===== src/rtl/fp_pkg.sv =====
`default_nettype none
// ============================================================================
// Module      : fp_pkg
// Description : Shared constants for the FP result path: IEEE exception flag
//               bit positions, FP16 upper-half fill and canonical NaNs.
// Revision    : 1.0 - initial release
// ============================================================================
package fp_pkg;

  // Bit positions inside the 5-bit {NV, OF, UF, DZ, NX} flag vector
  localparam int FLG_NV = 4;
  localparam int FLG_OF = 3;
  localparam int FLG_UF = 2;
  localparam int FLG_DZ = 1;
  localparam int FLG_NX = 0;

  // Upper half of a 32-bit result slot when it carries an FP16 value
  localparam logic [15:0] FP16_ZERO_UPPER = 16'h0000;

  // Canonical quiet NaNs
  localparam logic [31:0] QNAN32 = 32'h7FC0_0000;
  localparam logic [15:0] QNAN16 = 16'h7E00;

endpackage : fp_pkg
`default_nettype wire


===== src/rtl/fp_result_buf_if.sv =====
`default_nettype none
// ============================================================================
// Module      : fp_result_buf_if
// Description : Producer-side and consumer-side valid/ready result streams
//               of the FP result buffer. The slave modport is the buffer's
//               view; the master modport is the surrounding pipeline's view.
// Revision    : 1.0 - initial release
// ============================================================================
interface fp_result_buf_if #(
  parameter int TAG_W = 5
);

  // Producer side (arithmetic units -> buffer)
  logic             in_valid;
  logic             in_ready;
  logic [31:0]      in_result;
  logic [4:0]       in_flags;
  logic             in_mode_fp;
  logic [TAG_W-1:0] in_tag;

  // Consumer side (buffer -> writeback)
  logic             out_valid;
  logic             out_ready;
  logic [31:0]      out_result;
  logic [4:0]       out_flags;
  logic [TAG_W-1:0] out_tag;

  modport slave (
    input  in_valid, in_result, in_flags, in_mode_fp, in_tag, out_ready,
    output in_ready, out_valid, out_result, out_flags, out_tag
  );

  modport master (
    output in_valid, in_result, in_flags, in_mode_fp, in_tag, out_ready,
    input  in_ready, out_valid, out_result, out_flags, out_tag
  );

endinterface : fp_result_buf_if
`default_nettype wire


===== src/rtl/fp_fifo_core.sv =====
`default_nettype none
// ============================================================================
// Module      : fp_fifo_core
// Description : Parameterized synchronous FIFO. Occupancy is tracked by an
//               explicit counter; full/empty derive from it, never from the
//               pointers. Read data is forced to zero while empty.
// Revision    : 1.0 - initial release
// ============================================================================
module fp_fifo_core #(
  parameter int DEPTH = 2,
  parameter int WIDTH = 8
) (
  input  wire logic                       clk,
  input  wire logic                       rst,
  input  wire logic                       clear,
  input  wire logic                       wr_en,
  input  wire logic [WIDTH-1:0]           wr_data,
  input  wire logic                       rd_en,
  output logic      [WIDTH-1:0]           rd_data,
  output logic      [$clog2(DEPTH):0]     count,
  output logic                            full,
  output logic                            empty
);

  localparam int PTR_W = $clog2(DEPTH);
  localparam int CNT_W = PTR_W + 1;
  localparam logic [CNT_W-1:0] DEPTH_C = CNT_W'(DEPTH);

  logic [WIDTH-1:0] mem [DEPTH];
  logic [PTR_W-1:0] wr_ptr;
  logic [PTR_W-1:0] rd_ptr;
  logic [CNT_W-1:0] cnt;

  assign count   = cnt;
  assign full    = (cnt == DEPTH_C);
  assign empty   = (cnt == '0);
  assign rd_data = empty ? '0 : mem[rd_ptr];

  // Storage write; contents are don't-care after reset so no reset here
  always_ff @(posedge clk) begin
    if (wr_en) begin
      mem[wr_ptr] <= wr_data;
    end
  end

  // Pointers wrap naturally (DEPTH is a power of two); count tracks occupancy
  always_ff @(posedge clk) begin
    if (rst || clear) begin
      wr_ptr <= '0;
      rd_ptr <= '0;
      cnt    <= '0;
    end else begin
      if (wr_en) wr_ptr <= wr_ptr + 1'b1;
      if (rd_en) rd_ptr <= rd_ptr + 1'b1;
      case ({wr_en, rd_en})
        2'b10:   cnt <= cnt + 1'b1;
        2'b01:   cnt <= cnt - 1'b1;
        default: cnt <= cnt;
      endcase
    end
  end

endmodule : fp_fifo_core
`default_nettype wire


===== src/rtl/fp_result_buf.sv =====
`default_nettype none
// ============================================================================
// Module      : fp_result_buf
// Description : Result buffer behind the FP arithmetic units. Queues
//               {tag, flags, result} entries, zero-fills FP16 results,
//               supports flush, and accrues retiring exception flags into a
//               sticky fflags register with CSR write access.
// Revision    : 1.0 - initial release
// ============================================================================
module fp_result_buf
  import fp_pkg::*;
#(
  parameter int DEPTH = 2,
  parameter int TAG_W = 5
) (
  input  wire logic                   clk,
  input  wire logic                   rst,
  fp_result_buf_if.slave              bus,
  input  wire logic                   flush,
  input  wire logic                   csr_we,
  input  wire logic [4:0]             csr_wdata,
  output logic      [4:0]             fflags,
  output logic      [$clog2(DEPTH):0] count
);

  localparam int ENTRY_W = TAG_W + 5 + 32;

  logic               enq;
  logic               deq;
  logic               full;
  logic               empty;
  logic [31:0]        stored_result;
  logic [ENTRY_W-1:0] wr_entry;
  logic [ENTRY_W-1:0] rd_entry;
  logic [4:0]         fflags_next;

  // Flush overrides both handshakes so nothing moves in a flush cycle
  assign enq = bus.in_valid && bus.in_ready && !flush;
  assign deq = bus.out_valid && bus.out_ready && !flush;

  // FP16 results only own the low half; the upper half is forced to zero
  assign stored_result = bus.in_mode_fp ? bus.in_result
                                        : {FP16_ZERO_UPPER, bus.in_result[15:0]};
  assign wr_entry      = {bus.in_tag, bus.in_flags, stored_result};

  fp_fifo_core #(
    .DEPTH (DEPTH),
    .WIDTH (ENTRY_W)
  ) u_core (
    .clk     (clk),
    .rst     (rst),
    .clear   (flush),
    .wr_en   (enq),
    .wr_data (wr_entry),
    .rd_en   (deq),
    .rd_data (rd_entry),
    .count   (count),
    .full    (full),
    .empty   (empty)
  );

  // in_ready looks only at occupancy, never at out_ready
  assign bus.in_ready   = !full;
  assign bus.out_valid  = !empty;
  assign bus.out_result = rd_entry[31:0];
  assign bus.out_flags  = rd_entry[36:32];
  assign bus.out_tag    = rd_entry[ENTRY_W-1:37];

  // A CSR write and a retiring entry's flags merge by OR in the same cycle
  always_comb begin
    fflags_next = csr_we ? csr_wdata : fflags;
    if (deq) begin
      fflags_next = fflags_next | bus.out_flags;
    end
  end

  // Sticky accrued-exception register
  always_ff @(posedge clk) begin
    if (rst) begin
      fflags <= '0;
    end else begin
      fflags <= fflags_next;
    end
  end

endmodule : fp_result_buf
`default_nettype wire


===== src/flat_wrapper.sv =====
// flat-port wrapper written by rule: the top's interface ports become plain ports
module fp_result_buf_flat import fp_pkg::*;
#(
  parameter int DEPTH = 2,
  parameter int TAG_W = 5
)
  (clk, rst, flush, csr_we, csr_wdata, fflags, count, bus_in_valid, bus_in_result, bus_in_flags, bus_in_mode_fp, bus_in_tag, bus_out_ready, bus_in_ready, bus_out_valid, bus_out_result, bus_out_flags, bus_out_tag);
  fp_result_buf_if #(.TAG_W(TAG_W)) bus_i ();
  input  wire logic clk;
  input  wire logic rst;
  input  wire logic flush;
  input  wire logic csr_we;
  input  wire logic [4:0] csr_wdata;
  output logic      [4:0] fflags;
  output logic      [$clog2(DEPTH):0] count;
  input wire logic [$bits(bus_i.in_valid)-1:0] bus_in_valid;
  input wire logic [$bits(bus_i.in_result)-1:0] bus_in_result;
  input wire logic [$bits(bus_i.in_flags)-1:0] bus_in_flags;
  input wire logic [$bits(bus_i.in_mode_fp)-1:0] bus_in_mode_fp;
  input wire logic [$bits(bus_i.in_tag)-1:0] bus_in_tag;
  input wire logic [$bits(bus_i.out_ready)-1:0] bus_out_ready;
  output wire logic [$bits(bus_i.in_ready)-1:0] bus_in_ready;
  output wire logic [$bits(bus_i.out_valid)-1:0] bus_out_valid;
  output wire logic [$bits(bus_i.out_result)-1:0] bus_out_result;
  output wire logic [$bits(bus_i.out_flags)-1:0] bus_out_flags;
  output wire logic [$bits(bus_i.out_tag)-1:0] bus_out_tag;
  assign bus_i.in_valid = bus_in_valid;
  assign bus_i.in_result = bus_in_result;
  assign bus_i.in_flags = bus_in_flags;
  assign bus_i.in_mode_fp = bus_in_mode_fp;
  assign bus_i.in_tag = bus_in_tag;
  assign bus_i.out_ready = bus_out_ready;
  assign bus_in_ready = bus_i.in_ready;
  assign bus_out_valid = bus_i.out_valid;
  assign bus_out_result = bus_i.out_result;
  assign bus_out_flags = bus_i.out_flags;
  assign bus_out_tag = bus_i.out_tag;
  fp_result_buf #(.DEPTH(DEPTH), .TAG_W(TAG_W)) u_core (.clk(clk), .rst(rst), .bus(bus_i), .flush(flush), .csr_we(csr_we), .csr_wdata(csr_wdata), .fflags(fflags), .count(count));
endmodule

===== config.mk =====
export PLATFORM = sky130hd
export DESIGN_NAME = fp_result_buf_flat
export DESIGN_NICKNAME = d
export VERILOG_FILES = /design/src/rtl/fp_pkg.sv /design/src/rtl/fp_result_buf_if.sv /design/src/rtl/fp_fifo_core.sv /design/src/rtl/fp_result_buf.sv /design/src/flat_wrapper.sv
export SDC_FILE = /design/constraint.sdc
export NUM_CORES = 1
export LEC_CHECK = 0
export ABC_AREA = 1
export CORE_UTILIZATION = 48
export DETAILED_ROUTE_END_ITERATION = 8
export GPL_ROUTABILITY_DRIVEN = 0
export PLACE_DENSITY = 0.79
export REMOVE_ABC_BUFFERS = 1
export SYNTH_ARGS = -nofsm -noshare
export SYNTH_HDL_FRONTEND = slang
export SYNTH_HIERARCHICAL = 1
export SYNTH_SLANG_ARGS = --single-unit

===== constraint.sdc =====
create_clock -name clk -period 3.7 [get_ports clk]
set_clock_uncertainty 0.05 [all_clocks]
set_input_delay 0.555 -clock clk [delete_from_list [all_inputs] [get_ports clk]]
set_output_delay 0.555 -clock clk [all_outputs]
set_load 0.05 [all_outputs]

# ---- Yosys cells after proc, flatten, opt, wreduce, memory -nomap -nowiden
# Memories as Yosys holds them, arrays and structs flattened. A register that Yosys moved wholly into a read port is not among the register bits.
# Index checks and enable logic that the tools add are counted.
# Widths: inputs -> output; s select.
dict set report totals {
  regBits 9
  ram_bits 84
  word_cells 32
  n_memories 1
}
dict set report op_classes {
  addsub 4
  n_eq_ne 3
  n_mux 9
  bitwise 1
  n_reduce_logical 10
}
# memory words width rd rd_ports_with_merged_regs wr line_no
set memory_table {}
lappend memory_table {u_core.u_core.mem 2 42 1 1 1 fp_fifo_core.sv:29} ;# logic [WIDTH-1:0] mem [DEPTH];
# op count
set ops {}
lappend ops {{$mux 42} 1}
lappend ops {{$mux 32} 1}
lappend ops {{$mux 5} 2}
lappend ops {{$or 5x5->5} 1}
lappend ops {{$eq 2x2->1 const B} 2}
lappend ops {{$logic_and 1x1->1} 4}
lappend ops {{$mux 1} 4}
lappend ops {{$pmux 2 s2} 1}
lappend ops {{$logic_not 1->1} 3}
lappend ops {{$add 1x1->1 const B} 2}
lappend ops {{$add 2x1->2 const B} 1}
lappend ops {{$eq 2x1->1 const B} 1}
lappend ops {{$logic_not 2->1} 1}
lappend ops {{$reduce_bool 2->1} 1}
lappend ops {{$sub 2x1->2 const B} 1}
lappend ops {{$logic_or 1x1->1} 1}

# ---- Longest topological paths before layout
dict set report logic_depth {
  depth_word 6
  mapped_depth 12
  mapped_depth_nobuf 12
}

# ---- Hierarchy
# The synthesis kept the hierarchy.
# mod instances cells_each area_per_inst_um2
set modules_own_cells {}
lappend modules_own_cells {fp_fifo_core 1 259 3577.2}
lappend modules_own_cells {fp_result_buf 1 82 412.9}

# ---- Least setup slack after synthesis
# Ideal clock, no wire load.
dict set report synth_timing {
  path_type {reg-to-reg}
  from {register u_core.u_core.cnt[0], in the netlist u_core/u_core/count[0]}
  to {memory u_core/u_core/mem[0][0] (netlist name) (enable)}
  setup_time_ns 0.441
  arrival_time_ns 3.278
  slack_ns -0.070
  stages_incl_launch_ff 7
  n_path_buf 0
  cell_sequence {dfxtp_1 > nor2_1 > inv_1 > nand2_1 > nor2_1 > inv_1 > nor2_1}
}
dict set report synth_between {
  elab_chain_len 6
}
# item line_no
set synth_rtl {}
lappend synth_rtl {{start, declared} fp_fifo_core.sv:32} ;# logic [CNT_W-1:0] cnt;
lappend synth_rtl {{start signal, assigned} fp_fifo_core.sv:56} ;# 2'b10: cnt <= cnt + 1'b1;
lappend synth_rtl {{start signal, assigned} fp_fifo_core.sv:57} ;# 2'b01: cnt <= cnt - 1'b1;
lappend synth_rtl {{start signal, assigned} fp_fifo_core.sv:58} ;# default: cnt <= cnt;
lappend synth_rtl {{$eq 2x2->1} fp_fifo_core.sv:35} ;# assign full = (cnt == DEPTH_C);
lappend synth_rtl {{net u_core.full} fp_result_buf.sv:30} ;# logic full;
lappend synth_rtl {{$logic_not 1->1} fp_result_buf.sv:63} ;# assign bus.in_ready = !full;
lappend synth_rtl {{net bus_in_ready} flat_wrapper.sv:22} ;# output wire logic [$bits(bus_i.in_ready)-1:0] bus_in_ready;
lappend synth_rtl {{$logic_and 1x1->1 (2 in series)} fp_result_buf.sv:38} ;# assign enq = bus.in_valid && bus.in_ready && !flush;
lappend synth_rtl {{net u_core.enq} fp_result_buf.sv:28} ;# logic enq;
lappend synth_rtl {{$mux 1} fp_fifo_core.sv:41} ;# if (wr_en) begin
lappend synth_rtl {{$mux 1 (not written as such)} fp_fifo_core.sv:42} ;# mem[wr_ptr] <= wr_data;
lappend synth_rtl {{end, declared} fp_fifo_core.sv:29}
# The timed path passes the listed nets, and every way through them passes these cells.

==> impl_results.md <==
* Share of layout cells above drive strength 1 at 0.1486
* Outcome: finished, final reports clean
* Max-cap violations at 0
* Total power at 2.104 mW
* DRC Markers at 0
* WL final at 7910 µm
* Initial DRC count at 101
* FFs w/ async S/R, synth at 0
* DR vias/cell at 4.893
* RSZ-0062 raised after global routing: no
* Htree depth at 3
* Netlist Area Pre-Place at 3990 µm²
* Syn_area_per_cell at 11.70 µm²
* Post-synth top area share at 0.6322
* WL per Instance at 14.30 µm
* Cells after DPL at 537
* First-pass GRT wire length at 12500 µm
* Setup Viol. Count Final at 0
* Initial Util at 0.5059
* CTS Sinks at 94
* Register clock-pin slew on the reported worst setup and hold paths at 0.09 ns
* Initial antenna violation count at 0
* Postcts setup bufs at 0
* Pwr dens at 400.1 nW/µm²
* Via count at 2706
* Critical Path Start Type: register
* CP Capture Type: output port
* Number of I/O pins at 105
* EDFF count, synth at 84
* Pin count of the biggest net entering global routing at 44
* Fmax at 0.3276 GHz
* Count of cells resized by post-cts repair at 0
* Die area at 8682 µm²
* Die W at 93.18 µm
* Antenna fix cells at 0
* Root Buffer: clkbuf_8
* Main synth FF type: edfxtp_1
* Post-CTS Hold Buffers at 0
* Share of the yosys chip area belonging to registers at 0.6823
* CTS tree: built
* Port bufs at 104
* Final worst-path cycle share at 0.8250
* Synth top cells by count: nand2_1, edfxtp_1, a21oi_2
* Syn-to-layout area delta at 31.77%
* Max Root-Sink Buffers at 2
* Worst setup path category: reg2out
* Mapped Cells at 341
* GR Overflow Total at 0
* Synth area leader: edfxtp_1
* Synth cell types at 19
* Vias in the first global route at 2701
* Gr usage total at 0.1895
* Most numerous cell in the Yosys netlist: nand2_1
* Core region area at 7888 µm²
* Fin nets at 501
* Clk_lat worst skew at 0.34 ns
* Synth Register Bits at 94
* Final HPWL DP at 5211 µm
* Layout Cells excl Fill at 553
* Final Max Slew Viols at 0
* Critical Path Fanout Max at 28
* Final ANT Viol Nets at 0
* Actual slew at the worst max-slew pin at 0.9521 ns
* Die Ht at 93.18 µm
* CTS Buf Count at 9
* Relative slew slack at 0.3644
* Tmin final at 3.052 ns
* # rows at 32
* Synth area leaders: edfxtp_1, nand2_1, a21oi_2
* Leakage power at 1.945 nW
* HP Class: reg2reg
* Final Hold Viols at 0
* Synth warn at 6
* VDD IR max at 178.7 µV
* First drt pass iteration count at 4
* Worst path required time at 3.09 ns
* Data arrival, critical path at 2.45 ns
[registers in the layout (all words and copies together), names as in the netlist, named ones only]
| register | flops |
|---|---|
| u_core/u_core/wr_ptr | 1 |
| u_core/u_core/count | 2 |
| u_core/u_core/rd_ptr | 1 |
| u_core/u_core/mem | 84 |
| u_core/fflags | 5 |
[power breakdown]
part / total, mW / leakage (nW) / internal, mW / switching (mW)
registers: 1.20 / 0.864 / 1.19 / 0.0103
clock network: 0.672 / 0.0955 / 0.331 / 0.341
logic: 0.234 / 0.986 / 0.0977 / 0.136
total: 2.10 / 1.95 / 1.62 / 0.487
[final cells by class]
class	count	area, µm²
Clock buffer	11	141.4
Clock inverter	5	58.81
Fill cell	621	2630
Inverter	37	143.9
Multi-Input combinational cell	195	983.4
Sequential cell	94	2724
Tap cell	102	127.6
Timing Repair Buffer	109	1079
[cell families (layout without fill, tap and decap cells)]
family	count (synthesis)	count (layout)	synth area share
and+or+nand+nor	145	145	0.1414
buffers and inverters	52	162	0.07306
AOI/OAI and AO/OA	48	48	0.09784
adders and majority gates	1	1	0.003135
DFF	94	94	0.6823
xor gates and xnor gates	1	1	0.002195
[final timing paths]
path | from | to | slack, ns | depth (start not counted)
worst max-delay path | register | bus_out_result[16] | 0.65 | 4
worst min-delay path | u_core/fflags[1] | u_core/fflags[1] | 0.49 | 4
worst max register to register | u_core/u_core/count[0] | u_core/u_core/mem[1][16] | 1.54 | 6
worst min register to register | u_core/fflags[1] | u_core/fflags[1] | 0.49 | 4
[per-layer routing]
layer	vias to the layer above	share of wire	GRT usage
met3	8	0.056	0.03659
met4	0	0.0086	0.06538
met2	80	0.52	0.3395
li1	1335	-	-
met1	1283	0.42	0.2276
met5	-	0	0
[through the flow]
| stage | hold slack [ns] | utilization | instance area (µm²) | worst slack [ns] | TNS, ns |
|---|---|---|---|---|---|
| 3_3_place_gp | 0.4475 | 0.6412 | 5057 | 1.055 | 0 |
| 5_1_grt | 0.5151 | 0.6666 | 5258 | 0.5447 | 0 |
| 4_1_cts | 0.4942 | 0.6666 | 5258 | 0.6169 | 0 |
| 6_report | 0.4941 | 0.6666 | 5258 | 0.6475 | 0 |
| 2_1_floorplan | 0.4313 | - | 3842 | -0.06970 | -2.928 |
| 3_5_place_dp | 0.4733 | 0.6412 | 5057 | 1.016 | 0 |
[cell usage in the layout, fill, tap and decap left out, drive strengths merged]
cell           instances
nand2                124
clkdlybuf4s50        104
edfxtp                84
a21oi                 48
inv                   37
nor2                  14
clkbuf                11
dfxtp                 10
nand3                  5
buf                    5
clkinvlp               2
clkinv                 2
bufinv                 1
xnor2                  1
nor3                   1
nand4                  1
ha                     1
[critical path: stages, from the launching register on]
cell,delay (ns)
dfxtp_2,0.73
buf_4,0.30
nand2_1,0.09
a21oi_2,0.16
clkdlybuf4s50_1,0.82
Power figures use the tool's default switching activity.
